### config.mk
export PLATFORM = sky130hd
export DESIGN_NAME = mutex_acquire_agent
export DESIGN_NICKNAME = d
export VERILOG_FILES = /design/src/rtl/mutex_acquire_agent.sv
export SDC_FILE = /design/constraint.sdc
export NUM_CORES = 1
export LEC_CHECK = 0
export CORE_MARGIN = 5
export CORE_UTILIZATION = 62
export CTS_CLUSTER_DIAMETER = 80
export CTS_CLUSTER_SIZE = 8
export DETAILED_ROUTE_END_ITERATION = 8
export DONT_BUFFER_PORTS = 1
export PLACE_DENSITY = 0.78
export SYNTH_ARGS = -nofsm -noshare
export SYNTH_HDL_FRONTEND = slang
export SYNTH_SLANG_ARGS = --single-unit
### constraint.sdc
create_clock -name clk -period 2.4 [get_ports clk]
set_clock_uncertainty 0.15 [all_clocks]
set_input_delay 0.24 -clock clk [delete_from_list [all_inputs] [get_ports clk]]
set_output_delay 0.24 -clock clk [all_outputs]
set_load 0.1 [all_outputs]
### src/rtl/mutex_acquire_agent.sv
// Purpose : Avalon-MM client that acquires and releases a hardware mutex for one requester.
// Latency : acquire 3 cycles uncontended (+2+BACKOFF_CYCLES per failed check); release write 1 cycle, rel_done 1 cycle later.
// Backpres: slave has zero wait states; requests are level-sampled, acq_req in IDLE only, rel_req in HELD only.
//
// Ports:
//   clk, reset_n                 - clock, synchronous active-low reset
//   acq_req / rel_req            - acquire / release requests
//   granted, acq_fail, rel_done  - lock held, retries exhausted pulse, release issued pulse
//   busy, retry_count            - transaction in flight, failed checks in current acquire
//   mutex_*                      - Avalon-MM master towards the mutex slave
module mutex_acquire_agent #(
    parameter logic [15:0] OWNER_ID       = 16'h0001,
    parameter logic [15:0] LOCK_VALUE     = 16'h0001,
    parameter int          BACKOFF_CYCLES = 8,
    parameter int          MAX_RETRIES    = 0,
    parameter int          RETRY_W        = 8
) (
    input  logic               clk,
    input  logic               reset_n,
    input  logic               acq_req,
    input  logic               rel_req,
    output logic               granted,
    output logic               acq_fail,
    output logic               rel_done,
    output logic               busy,
    output logic [RETRY_W-1:0] retry_count,
    output logic               mutex_address,
    output logic               mutex_chipselect,
    output logic               mutex_read,
    output logic               mutex_write,
    output logic [31:0]        mutex_writedata,
    input  logic [31:0]        mutex_readdata
);

    localparam int                 BO_W      = (BACKOFF_CYCLES > 1) ? $clog2(BACKOFF_CYCLES) : 1;
    localparam logic [BO_W-1:0]    BO_LOAD   = BO_W'(BACKOFF_CYCLES - 1);
    localparam logic [RETRY_W-1:0] RETRY_LIM = RETRY_W'(MAX_RETRIES);
    localparam logic [31:0]        ACQ_WORD  = {OWNER_ID, LOCK_VALUE};
    localparam logic [31:0]        REL_WORD  = {OWNER_ID, 16'h0000};

    typedef enum logic [2:0] {
        IDLE    = 3'd0,
        ACQ_WR  = 3'd1,
        ACQ_RD  = 3'd2,
        BACKOFF = 3'd3,
        HELD    = 3'd4,
        REL_WR  = 3'd5
    } state_t;

    state_t             state_q, state_d;
    logic [RETRY_W-1:0] retry_q, retry_d, retry_inc;
    logic [BO_W-1:0]    bo_q, bo_d;
    logic               acq_fail_q, acq_fail_d;
    logic               rel_done_q, rel_done_d;

    // Saturating increment so a retry-forever agent never wraps back to 0.
    assign retry_inc = (&retry_q) ? retry_q : retry_q + 1'b1;

    always_ff @(posedge clk) begin
        if (!reset_n) begin
            state_q    <= IDLE;
            retry_q    <= '0;
            bo_q       <= '0;
            acq_fail_q <= 1'b0;
            rel_done_q <= 1'b0;
        end else begin
            state_q    <= state_d;
            retry_q    <= retry_d;
            bo_q       <= bo_d;
            acq_fail_q <= acq_fail_d;
            rel_done_q <= rel_done_d;
        end
    end

    always_comb begin
        state_d    = state_q;
        retry_d    = retry_q;
        bo_d       = bo_q;
        acq_fail_d = 1'b0;
        rel_done_d = 1'b0;
        case (state_q)
            IDLE: begin
                // rel_req is deliberately not looked at here: acquire wins.
                if (acq_req) begin
                    state_d = ACQ_WR;
                    retry_d = '0;
                end
            end
            ACQ_WR: state_d = ACQ_RD;
            ACQ_RD: begin
                // The slave only keeps our write if the lock was free or already ours,
                // so reading our own word back is the ownership proof.
                if (mutex_readdata == ACQ_WORD) begin
                    state_d = HELD;
                end else begin
                    retry_d = retry_inc;
                    if ((MAX_RETRIES != 0) && (retry_inc >= RETRY_LIM)) begin
                        state_d    = IDLE;
                        acq_fail_d = 1'b1;
                    end else begin
                        state_d = BACKOFF;
                        bo_d    = BO_LOAD;
                    end
                end
            end
            BACKOFF: begin
                if (bo_q == '0) begin
                    state_d = ACQ_WR;
                end else begin
                    bo_d = bo_q - 1'b1;
                end
            end
            HELD: begin
                if (rel_req) begin
                    state_d = REL_WR;
                end
            end
            REL_WR: begin
                state_d    = IDLE;
                rel_done_d = 1'b1;
            end
            default: state_d = IDLE;
        endcase
    end

    // Bus strobes are pure state decodes; writedata is zeroed outside write cycles.
    always_comb begin
        mutex_chipselect = 1'b0;
        mutex_read       = 1'b0;
        mutex_write      = 1'b0;
        mutex_writedata  = '0;
        case (state_q)
            ACQ_WR: begin
                mutex_chipselect = 1'b1;
                mutex_write      = 1'b1;
                mutex_writedata  = ACQ_WORD;
            end
            ACQ_RD: begin
                mutex_chipselect = 1'b1;
                mutex_read       = 1'b1;
            end
            REL_WR: begin
                mutex_chipselect = 1'b1;
                mutex_write      = 1'b1;
                mutex_writedata  = REL_WORD;
            end
            default: ;
        endcase
    end

    // The reset register of the slave is never used by this agent.
    assign mutex_address = 1'b0;
    assign granted       = (state_q == HELD);
    assign busy          = (state_q == ACQ_WR) || (state_q == ACQ_RD) ||
                           (state_q == BACKOFF) || (state_q == REL_WR);
    assign acq_fail      = acq_fail_q;
    assign rel_done      = rel_done_q;
    assign retry_count   = retry_q;

endmodule

**Word-level counts from Yosys, hierarchy flattened**

Index checks and enable logic that the tools add are counted.

- Bits in registers: 15
- Output and inout port bits: 48

- Add/sub/neg operators: 2
- Eq/ne operators: 12
- Reduce and logical (&&, ||, !) cells: 13
- Muxes and demuxes: 17

Operator list:

| operator | number |
|---|---|
| one-hot mux 17 bit (2 select lines) | 1 |
| == test 32 x 17 -> 1 bit (second input constant) | 1 |
| 2-to-1 mux 8 bit | 3 |
| 2-to-1 mux 3 bit | 6 |
| one-hot mux 8 bit (2 select lines) | 1 |
| one-hot mux 3 bit (5 select lines) | 1 |
| inequality test 2 bit (second input constant) | 6 |
| adder 8 x 1 -> 8 bit (second input constant) | 1 |
| AND reduction 8 bit | 1 |
| == test 3 x 2 -> 1 bit (second input constant) | 2 |
| == test 3 bit (second input constant) | 2 |
| zero test 3 bit | 2 |
| one-hot mux 3 bit (2 select lines) | 1 |
| AND reduction 3 bit | 2 |
| 2-to-1 mux 1 bit | 4 |
| AND reduction 4 bit | 1 |
| nonzero test 2 bit | 2 |
| == test 3 x 1 -> 1 bit (second input constant) | 1 |
| logical OR 1 bit | 3 |
| OR reduction 3 bit | 1 |
| subtractor 3 x 1 -> 3 bit (second input constant) | 1 |
| OR reduction 2 bit | 1 |

**Depth between registers and ports, before layout**

- Depth in word-level cells: 4
- Depth in mapped cells: 7
- Depth with buffers taken out: 7

**Least setup slack after synthesis**

Ideal clock, no wire load.

- Path type: flip-flop to output port
- Start point: register state_q[0]
- End point: output port busy
- Slack: -68 ps
- Stages on the path, launching flop included: 4
- Required time: 2010 ps
- Arrival time: 2078 ps
- Path through: dfxtp_1 -> buf_2 -> nor2_1 -> a21oi_1

- Cells in the longest elaborated chain, start to end: 4

RTL lines:

| item | line | RTL |
|---|---|---|
| start: declaration | 50 | `state_t state_q, state_d;` |
| start signal: assignment | 67 | `state_q <= state_d;` |
| == test 3 x 1 -> 1 bit / == test 3 x 2 -> 1 bit (equally long branches) | 154 | `assign busy = (state_q == ACQ_WR) \|\| (state_q == ACQ_RD) \|\|` |
| logical OR 1 bit (2 in series) | 154 |  |
| logical OR 1 bit * | 155 | `(state_q == BACKOFF) \|\| (state_q == REL_WR);` |
| end: declaration | 25 | `output logic busy,` |

Every way passes the cells marked *; elsewhere a longest branch is shown, timed or not.

**Final worst setup path**

- Start point: register state_q[0]
- End point: output port mutex_read

- Cells in the longest elaborated chain, start to end: 2

RTL lines:

| item | line | RTL |
|---|---|---|
| == test 3 x 2 -> 1 bit | 132 | `case (state_q)` |
| 2-to-1 mux 1 bit | 132 |  |
| end: declaration | 29 | `output logic mutex_read,` |

Every way passes these cells.

==> summary.txt <==
Reg power frac -> 30.4%
Yosys top cell by area -> dfxtp_1
area growth from synthesis to layout -> 4.27%
Post-Route M1 WL -> 1020 um
CTS tree -> done
WL met3 -> 373 um
Clock Path Buffers -> 2
asr flop ratio synth -> 0%
DR vias/cell -> 5.83
WP data required -> 2.01 ns
Syn Inst Count -> 155
detailed-route wire length -> 3030 um
post-route ant nets -> 0
synthesized area -> 1260 um2
IO Pins -> 84
CTS buffer count -> 3
fin util -> 67.6%
vias in the first global route -> 1,045
top cell type's share of synthesized area -> 23.9%
grt ovf -> 0
WL per Instance -> 15.4 um
site row count -> 16
internal power -> 0.000402 W
# port buffers -> 0
Worst slew margin -> 64.1%
Clock Latency Late Sink -> 0.29 ns
Final min period -> 2.04 ns
Netlist cell types -> 37
Placeable Area -> 1940 um2
Final TNS setup -> 0 ns
initial core utilization -> 64.8%
worst hold path class -> in2reg
Vias -> 1,148
DIE HEIGHT -> 55.1 um
final-layout fill cell count -> 159
Horiz. Die Dim -> 55.1 um
top post-synthesis cells by count -> 33 x buf_4, 15 x dfxtp_1, 13 x nand2_1
LEAKAGE -> 0.588 nW
RSZ-0062 raised after global routing -> false
FF-to-FF Start -> state_q[1]$_SDFFE_PN0P_
synth top area cells -> dfxtp_1 24%, buf_4 20%, nand2_1 3.9%
switching pwr -> 0.000528 W
critical path class -> reg2out
CP max FO -> 12
GPL Wtd Cong -> 0.862
critical-path cell list -> nor2_1 > nand2_1 > inv_1 > buf_4
critical path startpoint -> state_q[0]$_SDFFE_PN0P_
peak supply drop -> 0.503 mV
clk root buf -> clkbuf_4
fmax -> 491 MHz
Die Footprint -> 3030 um2
R2R cell count -> 4
first-pass GRT wire length -> 4370 um
Hold Path Stages -> 2
initial antenna violation count -> 0
status -> finished clean
Top FF cell, synth -> dfxtp_1
CP max-delay cell -> dfxtp_1
Residual DRC -> 0
hold_sp -> acq_req
clock-pin slew on the worst setup and hold paths -> 0.09 ns
switching part of the total -> 56.8%
maxcap violations -> 0
largest net degree at the start of global routing -> 15
initial DRC count -> 33
first-pass iteration count of the detailed router -> 4
number of synthesized register bits -> 15
gr usage total -> 20.2%
CP arrival -> 1.65 ns
Inserted Diodes -> 0
share of layout cells above drive strength 1 -> 21.2%
Pwr Total -> 0.000931 W
synth warn -> 0
period utilisation layout -> 84.8%
Critical Path Source Type -> register
syn avg cell area -> 8.12 um2
pwr dens -> 709 nW/um2
Clk pwr share -> 15.6%
Slew @ Worst Pin -> 0.537 ns
Resized cells post-CTS -> 0
final setup fails -> 0
Fin. Hold Viols -> 0
count leader, synth -> buf_4
crit-path max cell delay -> 0.45 ns
highest routed layer -> met4
DPL Wire Length -> 2420 um
Logic pwr share -> 54.0%
H-tree depth -> 1
register area share after synthesis -> 23.9%
Final #Nets -> 210
Slew Viols, Final -> 0
met2 WL -> 1550 um
critical path capture point type -> output pin
EDFF count, synth -> 0
CTS Sinks -> 15
state kept, by name, summed over array words and instances, names as in the netlist:
register and cells:
retry_count 8, bo_q 3, state_q 3, rel_done 1
path summary, 6_finish.rpt:
check | to | slack [ns]
worst max-delay path | mutex_read | 0.36
worst min-delay path | retry_count[4]$_SDFFE_PN0P_ | 0.02
worst max register to register | bo_q[2]$_SDFFE_PN0P_ | 0.52
worst min register to register | bo_q[2]$_SDFFE_PN0P_ | 0.34
layout by cell type, fill, tap and decap left out, types with 4 or more instances in the layout:
master    n
nand2_1  13
buf_4    15
o31a_1    4
and3_1    4
nor2_1    6
a21oi_1   7
nor4_1    6
conb_1   32
nand3_1   5
dfxtp_1  13
nand4_1   4
inv_1     8
what timing repair did:
| item | CTS | global route |
|---|---|---|
| hold endpoints to repair | 4 | 0 |
| hold buffers | 1 | 0 |
| setup buffers | 0 | 0 |
power by group through the flow:
stage / clock network [W] / logic, W / registers, W
final: 0.000145 / 0.000503 / 0.000283
after global routing: 0.000165 / 0.000522 / 0.000284
after CTS: 0.000149 / 0.000500 / 0.000281
after detailed placement: 0 / 0.000497 / 0.000287
after global placement: 0 / 0.000492 / 0.000285
after floorplan: 0 / 0.000484 / 0.000291
final cells by class:
type / instances / area, um2 / area share, %
Timing Repair Buffer: 17 / 143 / 10.9
Inverter: 9 / 33.8 / 2.57
Sequential cell: 15 / 303 / 23.1
Multi-Input combinational cell: 125 / 773 / 58.9
Tap cell: 27 / 33.8 / 2.57
Clock buffer: 4 / 26.3 / 2.00
metrics by stage:
step | setup slack, ns | hold WS, ns | instance area (um2) | std cells
after detailed placement | 0.564 | 0.234 | 1280 | 192
after global placement | 0.649 | 0.233 | 1280 | 192
after floorplan | 0.114 | 0.228 | 1380 | 186
final | 0.365 | 0.0172 | 1310 | 197
after global routing | 0.267 | 0.0159 | 1310 | 197
after CTS | 0.417 | 0.0131 | 1310 | 197
cell families after synthesis:
group	after synthesis	synth area share [%]
other	1	0.298
buffers and inverters	46	24.5
AOI/OAI and AO/OA	33	19.7
DFF	15	23.9
muxes	2	1.59
adders and majority gates	3	2.98
and+or+nand+nor	55	27.1
routing by layer:
layer	vias to the layer above	track usage, %
li1	522	-
met1	523	20.1
met2	91	37.4
met3	12	5.63
met4	0	10.9
met5	-	0
worst max-delay path, delay by kind of cell (launching register included):
kind	cells	cell delay [ns]
buffers and inverters	2	0.42
DFF	1	0.45
and+or+nand+nor	2	0.48
No activity file was read; power rests on OpenSTA's default activity.
